File: config.mk
export PLATFORM = sky130hd
export DESIGN_NAME = rc4_ctrl
export DESIGN_NICKNAME = d
export VERILOG_FILES = /design/src/rtl/rc4_ctrl.sv
export SDC_FILE = /design/constraint.sdc
export NUM_CORES = 1
export LEC_CHECK = 0
export BUFFER_PORTS_ARGS = -buffer_cell sky130_fd_sc_hd__clkbuf_2
export CORE_ASPECT_RATIO = 0.9
export CORE_MARGIN = 1.5
export CORE_UTILIZATION = 45
export CTS_CLUSTER_SIZE = 20
export DETAILED_ROUTE_END_ITERATION = 6
export PLACE_DENSITY_LB_ADDON = 0.1
export SLEW_MARGIN = 20
export SYNTH_ARGS = -nofsm -noshare
export SYNTH_HDL_FRONTEND = slang
export SYNTH_SLANG_ARGS = --single-unit
File: constraint.sdc
create_clock -name clk -period 8.65 [get_ports clk]
set_clock_uncertainty 0.05 [all_clocks]
set_input_delay 1.73 -clock clk [delete_from_list [all_inputs] [get_ports clk]]
set_output_delay 1.73 -clock clk [all_outputs]
set_load 0.01 [all_outputs]
File: src/rtl/rc4_ctrl.sv
// RC4 sequencing controller: S-box init, key scheduling and keystream generation
// around an external 256x8 S-box RAM. Define RC4_DROP_EN to discard the first DROP_N bytes.
module rc4_ctrl #(
  parameter int DROP_N = 768
) (
  input  logic       clk,
  input  logic       rst_n,
  input  logic       start,
  input  logic       stop,
  input  logic [7:0] key_len,
  output logic [7:0] key_idx,
  input  logic [7:0] key_byte,
  output logic [7:0] ram_raddr1,
  input  logic [7:0] ram_rdata1,
  output logic       ram_wen2,
  output logic [7:0] ram_waddr2,
  output logic [7:0] ram_wdata2,
  output logic       ram_wen3,
  output logic [7:0] ram_addr3,
  output logic [7:0] ram_wdata3,
  input  logic [7:0] ram_rdata3,
  output logic       busy,
  output logic       key_ready,
  output logic       ks_valid,
  input  logic       ks_ready,
  output logic [7:0] ks_data
);

  typedef enum logic [3:0] {
    IDLE, INIT, KSA_RD, KSA_J, KSA_RJ, KSA_SW,
    P_RI, P_J, P_RJ, P_SW, P_RK, P_LD, P_OUT
  } state_t;

  state_t     state, state_nx;
  logic [7:0] i, j, k, si, kidx;
  logic       abort;
  logic       drop_byte;

`ifdef RC4_DROP_EN
  logic [31:0] drop_cnt;
  assign drop_byte = (drop_cnt < 32'(DROP_N));
`else
  // Keeps the parameter referenced in builds without the drop stage.
  logic unused_drop_n;
  assign unused_drop_n = ^DROP_N;
  assign drop_byte     = 1'b0;
`endif

  assign abort   = !rst_n || (stop && state != IDLE);
  assign busy    = (state != IDLE);
  assign key_idx = kidx;

  always_ff @(posedge clk) begin
    if (!rst_n) state <= IDLE;
    else        state <= state_nx;
  end

  always_comb begin
    // NOTE: every output gets a default before the case so no path leaves one unassigned (no latches).
    state_nx   = state;
    ram_raddr1 = '0;
    ram_wen2   = 1'b0;
    ram_waddr2 = '0;
    ram_wdata2 = '0;
    ram_wen3   = 1'b0;
    ram_addr3  = '0;
    ram_wdata3 = '0;
    case (state)
      IDLE:   if (start) state_nx = INIT;
      INIT: begin
        ram_wen2   = 1'b1;
        ram_waddr2 = i;
        ram_wdata2 = i;
        if (i == 8'hff) state_nx = KSA_RD;
      end
      KSA_RD: begin
        ram_raddr1 = i;
        state_nx   = KSA_J;
      end
      KSA_J:  state_nx = KSA_RJ;
      KSA_RJ: begin
        ram_addr3 = j;
        state_nx  = KSA_SW;
      end
      KSA_SW, P_SW: begin
        // When i == j both ports write the same value to the same address.
        ram_wen2   = 1'b1;
        ram_waddr2 = i;
        ram_wdata2 = ram_rdata3;
        ram_wen3   = 1'b1;
        ram_addr3  = j;
        ram_wdata3 = si;
        if (state == P_SW)    state_nx = P_RK;
        else if (i == 8'hff)  state_nx = P_RI;
        else                  state_nx = KSA_RD;
      end
      P_RI: begin
        ram_raddr1 = i + 8'd1;
        state_nx   = P_J;
      end
      P_J:  state_nx = P_RJ;
      P_RJ: begin
        ram_addr3 = j;
        state_nx  = P_SW;
      end
      P_RK: begin
        ram_raddr1 = k;
        state_nx   = P_LD;
      end
      P_LD:   state_nx = drop_byte ? P_RI : P_OUT;
      P_OUT:  if (ks_ready) state_nx = P_RI;
      default: state_nx = IDLE;
    endcase
    if (abort) begin
      ram_wen2 = 1'b0;
      ram_wen3 = 1'b0;
      if (state != IDLE) state_nx = IDLE;
    end
  end

  // NOTE: sequential state uses non-blocking assignments so every register samples pre-edge values.
  always_ff @(posedge clk) begin
    if (!rst_n) begin
      i         <= '0;
      j         <= '0;
      k         <= '0;
      si        <= '0;
      kidx      <= '0;
      key_ready <= 1'b0;
      ks_valid  <= 1'b0;
      ks_data   <= '0;
`ifdef RC4_DROP_EN
      drop_cnt  <= '0;
`endif
    end else if (stop && state != IDLE) begin
      ks_valid  <= 1'b0;
      key_ready <= 1'b0;
    end else begin
      case (state)
        IDLE: if (start) begin
          i         <= '0;
          j         <= '0;
          kidx      <= '0;
          key_ready <= 1'b0;
`ifdef RC4_DROP_EN
          drop_cnt  <= '0;
`endif
        end
        INIT: i <= i + 8'd1;
        KSA_J: begin
          si   <= ram_rdata1;
          j    <= j + ram_rdata1 + key_byte;
          // key_len of 0 wraps after 255 through the same mod-256 compare.
          kidx <= (kidx == key_len - 8'd1) ? 8'd0 : kidx + 8'd1;
        end
        KSA_SW: begin
          i <= i + 8'd1;
          if (i == 8'hff) begin
            j         <= '0;
            key_ready <= 1'b1;
          end
        end
        P_RI: i <= i + 8'd1;
        P_J: begin
          si <= ram_rdata1;
          j  <= j + ram_rdata1;
        end
        P_SW: k <= si + ram_rdata3;
        P_LD: begin
          ks_data <= ram_rdata1;
`ifdef RC4_DROP_EN
          if (drop_byte) drop_cnt <= drop_cnt + 32'd1;
          else           ks_valid <= 1'b1;
`else
          ks_valid <= 1'b1;
`endif
        end
        P_OUT: if (ks_ready) ks_valid <= 1'b0;
        default: ;
      endcase
    end
  end

endmodule
* Word-level counts from Yosys, hierarchy flattened *
Index checks and enable logic that the tools add are counted.

storage, ports and cells
  bits in latches = 0
  memories = 0
  word-level logic and storage cells = 86
  flip-flop bits (word level) = 54
  output and inout bits = 61
  memory bits (writable) = 0
  memory bits (read-only) = 0
  bits of input ports = 37

cells by class
  $lt $le $gt $ge = 0
  add/subtract/negate cells = 6
  divide/modulo/power cells = 0
  eq/ne operators = 17
  $mul = 0
  shift operators = 0
  bitwise gates (word level) = 2
  muxes and demuxes = 28
  reduce and logical (&&, ||, !) cells = 24

operators with widths
  cell                                                                count
  8-bit two-way mux                                                   6
  4-bit one-hot mux with 12 select lines                              1
  8-bit one-hot mux with 2 select lines                               3
  8-bit one-hot mux with 4 select lines                               1
  8-bit adder                                                         3
  4-bit two-way mux                                                   6
  8-bit one-hot mux with 3 select lines                               1
  4-bit == test, second input constant                                5
  8-bit by 1-bit adder with 8-bit output, second input constant       2
  4-bit by 3-bit == test with 1-bit output, second input constant     4
  3-bit AND reduction                                                 3
  4-bit by 2-bit == test with 1-bit output, second input constant     2
  8-bit == test                                                       1
  8-bit == test, second input constant                                1
  2-bit AND reduction                                                 4
  2-bit nonzero test                                                  4
  4-bit nonzero test                                                  2
  8-bit by 1-bit subtractor with 8-bit output, second input constant  1
  1-bit two-way mux                                                   7
  2-bit inequality test, second input constant                        3
  2-bit OR reduction                                                  3
  3-bit OR reduction                                                  2
  4-bit by 1-bit == test with 1-bit output, second input constant     1
  4-bit zero test                                                     1
  8 further kinds                                                     10

* Longest topological paths before layout *
  depth after elaboration = 6
  depth in mapped cells = 14
  gate-level depth less buffers = 14

* Worst setup path before layout *
Ideal clock, no wire load.

  kind = in2reg
  from = in ram_rdata1[0]
  to = reg j[7]
  stages = 14
  buffers on the path = 0
  data required time = 8478 ps
  arrival = 4047 ps
  library setup time = 122 ps
  slack = 4431 ps
  path through = ha_1 fa_1 a21o_1 a21oi_1 o21ai_1 nor2_1 xnor2_1 ha_1 o21ai_0 nand2b_1 a211oi_1 nor3b_1 xnor2_1 o22ai_1

on the way
  word-level cells in the longest chain between the ends = 3

RTL lines
  element                                    line      source
  start, declared                            14        input logic [7:0] ram_rdata1,
  8-bit adder (*)                            152, 166
  8-bit adder                                152       j <= j + ram_rdata1 + key_byte;
  8-bit one-hot mux with 4 select lines (*)  139       case (state)
  end signal, assigned                       152
  end signal, assigned                       166       j <= j + ram_rdata1;
  end, declared                              35        logic [7:0] i, j, k, si, kidx;

Every way passes the cells marked *; elsewhere a longest branch is shown, timed or not.
A chain may end at the register's enable or synchronous reset.

* Worst setup path after layout *
  from = in rst_n
  to = out ram_wen3

on the way
  word-level cells in the longest chain between the ends = 3

RTL lines
  element            line  source
  start, declared    7     input logic rst_n,
  1-bit zero test    -
  1-bit logical OR   49    assign abort = !rst_n || (stop && state != IDLE);
  1-bit two-way mux  114   if (abort) begin
  end, declared      18    output logic ram_wen3,

No other way between the ends.

==> results.ini <==
[synthesis]
synth_ff_type=dfxtp_1
avgSynthCellArea_um2=8.00
yosys.area.top_type=dfxtp_1
synthTopCellsByCount=dfxtp_1, nand2_1, nor2_1
synth_top_area_share_pct=26.1
yosys_warnings=0
synth_area_um2=4140
ys_seq_area_share_pct=26.1
yosysMostFrequentCell=dfxtp_1
async_reset_ff_share_pct=0
syn_inst=518
synthTopCellsByArea=dfxtp_1, ha_1, nand2_1
synth_cell_types=63
synth_seq_cells=54
synth_edf_count=0
syn-num-nets=582

[power_and_ir_drop]
power.density_nw_per_um2=110
vdd_drop_max_mv=0.0815
total_power_uw=524
p_leak_uw=0.00212

[floorplan]
start_util_pct=45.8
core_area_um2=9040
io_pins=98
dieArea_um2=9790
die_h_um=94.0
num_rows=33
die-width_um=104

[final_layout]
drive_above_1_share_pct=19.5
num_antenna_cells=0
area_growth_pct=14.9
fillers=874
nNetsFinal=663
fin_area_um2=4760

[drt]
ant_nets=0
wl_per_cell_um=14.9
drc=0
num_vias=3962
viasPerCell=5.50
first_pass_iters=4
drt_iter0_drc=165
wirelength_um=10800

[critical_path]
critPathSlowestCell=clkbuf_2
reg2reg_depth=14
arrival_ns=3.06
endpoint_kind=output port
crit_chain=clkbuf_2, nand2_1, nor3_1, clkbuf_2
rrSetupSlack_ns=5.43
endpoint=ram_wen3
path_class=input pin to output port
r2r-end=j[7]
r2r-start=j[0]
crit_path_start_kind=input pin
crit_top_cell=clkbuf_2
cp-startpoint=rst_n
required_ns=6.87
worstPathMaxFanout=50
cpPeakStageDelay_ns=0.69

[placed_design]
gp_congestion=0.837
hpwl_um=8110
placed_area_um2=4680
portBuffers=97

[timing]
period_share_pct=56.0
rsz0062_at_grt=false
slew_headroom_pct=34.6
drv_slew=0
hold_viol=0
fin_crit_ns=4.84
tightest_slew_ns=0.975
timing.fmax_ghz=0.207
setup_viol=0
setup_tns_ns=0

[clocking]
cts_buffer_depth=2
clk_latency_ns=0.30
cts_tree=done
cts.clk_slew.worst_paths_ns=0.09
ctsResizeCount=0
root_buffer=clkbuf_8
holdBufCountCts=0
post_cts_buffers=0
cts_sinks=54
numCtsBuffers=5
cts_max_level=2

[min_path]
hold_path_depth=2
hp-class=flip-flop to flip-flop

[outcome]
status=finished, final reports clean

[run]
drv_cap=0

[global_routing]
grt_util_all_layers_pct=22.0
grt_max_degree=51
antenna_found_initial=0
grt_pass1_vias=3590
overflow=0
grt_pass1_wl_um=17600

==> power by group <==
group	internal, uW	total [uW]	switching, uW	leakage, uW
combinational	56.9	131	74.5	0.00165
clock	55.8	136	80.2	0.0000373
sequential	252	257	5.20	0.000436
total	364	524	160	0.00212
==> routing by layer <==
metal  track usage, %  wire length [um]  vias up
met4             4.63               103        0
met5                0                 0        -
met1             31.2              5460     1840
met3             3.47               509        8
met2             35.4              4690      106
li1                 -                 -     2008
==> area by class of cell <==
| type | instances | area (um^2) | area share, % |
|---|---|---|---|
| inverter | 13 | 48.8 | 1.02 |
| clock inverter | 1 | 7.51 | 0.158 |
| clock buffer | 6 | 72.6 | 1.52 |
| timing repair buffer | 100 | 508 | 10.7 |
| multi-input combinational | 425 | 2890 | 60.7 |
| tap | 122 | 153 | 3.20 |
| sequential | 54 | 1080 | 22.7 |
==> logic make-up after synthesis <==
family          after synthesis  share of synthesized area [%]
fa+ha+maj                    27                           8.70
flops                        54                           26.1
xor+xnor                     36                           7.61
compound gates              129                           21.6
mux                          16                           3.86
simple gates                217                           28.0
buf+inv                      39                           4.11
==> registers in the layout, indices dropped and copies added (netlist names) <==
signal     count
i              8
j              8
k              8
key_idx        8
key_ready      1
ks_data        8
ks_valid       1
si             8
state          4
==> stage by stage <==
stage                     std cells  hold WS [ns]  worst slack (ns)  utilization, %
after global routing            721         0.460              3.57            52.7
after floorplan                 518         0.397              4.43               -
after global placement          714         0.418              3.82            51.8
after CTS                       721         0.434              3.81            52.7
final                           721         0.428              3.81            52.7
after detailed placement        714         0.418              3.80            51.8
==> critical path: cells and delay by family <==
family	cells	cell delay (ns)
buffers and inverters	2	0.85
AND/OR/NAND/NOR	2	0.47
==> layout by cell type (no fill, tap or decap), drive strengths merged, types with 9 or more instances in the layout <==
cell type and count:
clkbuf 103, o21ai 29, inv 13, xor2 17
and3 16, nand2 51, mux2i 16, xnor2 19
a21boi 9, nor2 41, nor2b 24, nand2b 12
and2 20, nor3 12, dfxtp 54, ha 24
nand3 9, a21oi 29
==> how the worst min path moves through the flow <==
stage / start / end / slack [ns]
after floorplan: k[6] / k[6] / 0.40
after global placement: si[4] / si[4] / 0.42
after detailed placement: k[6] / k[6] / 0.42
after CTS: k[6] / k[6] / 0.43
after global routing: k[6] / k[6] / 0.46
final: si[4] / si[4] / 0.43
Note: power is estimated with default switching activity, not from simulation.
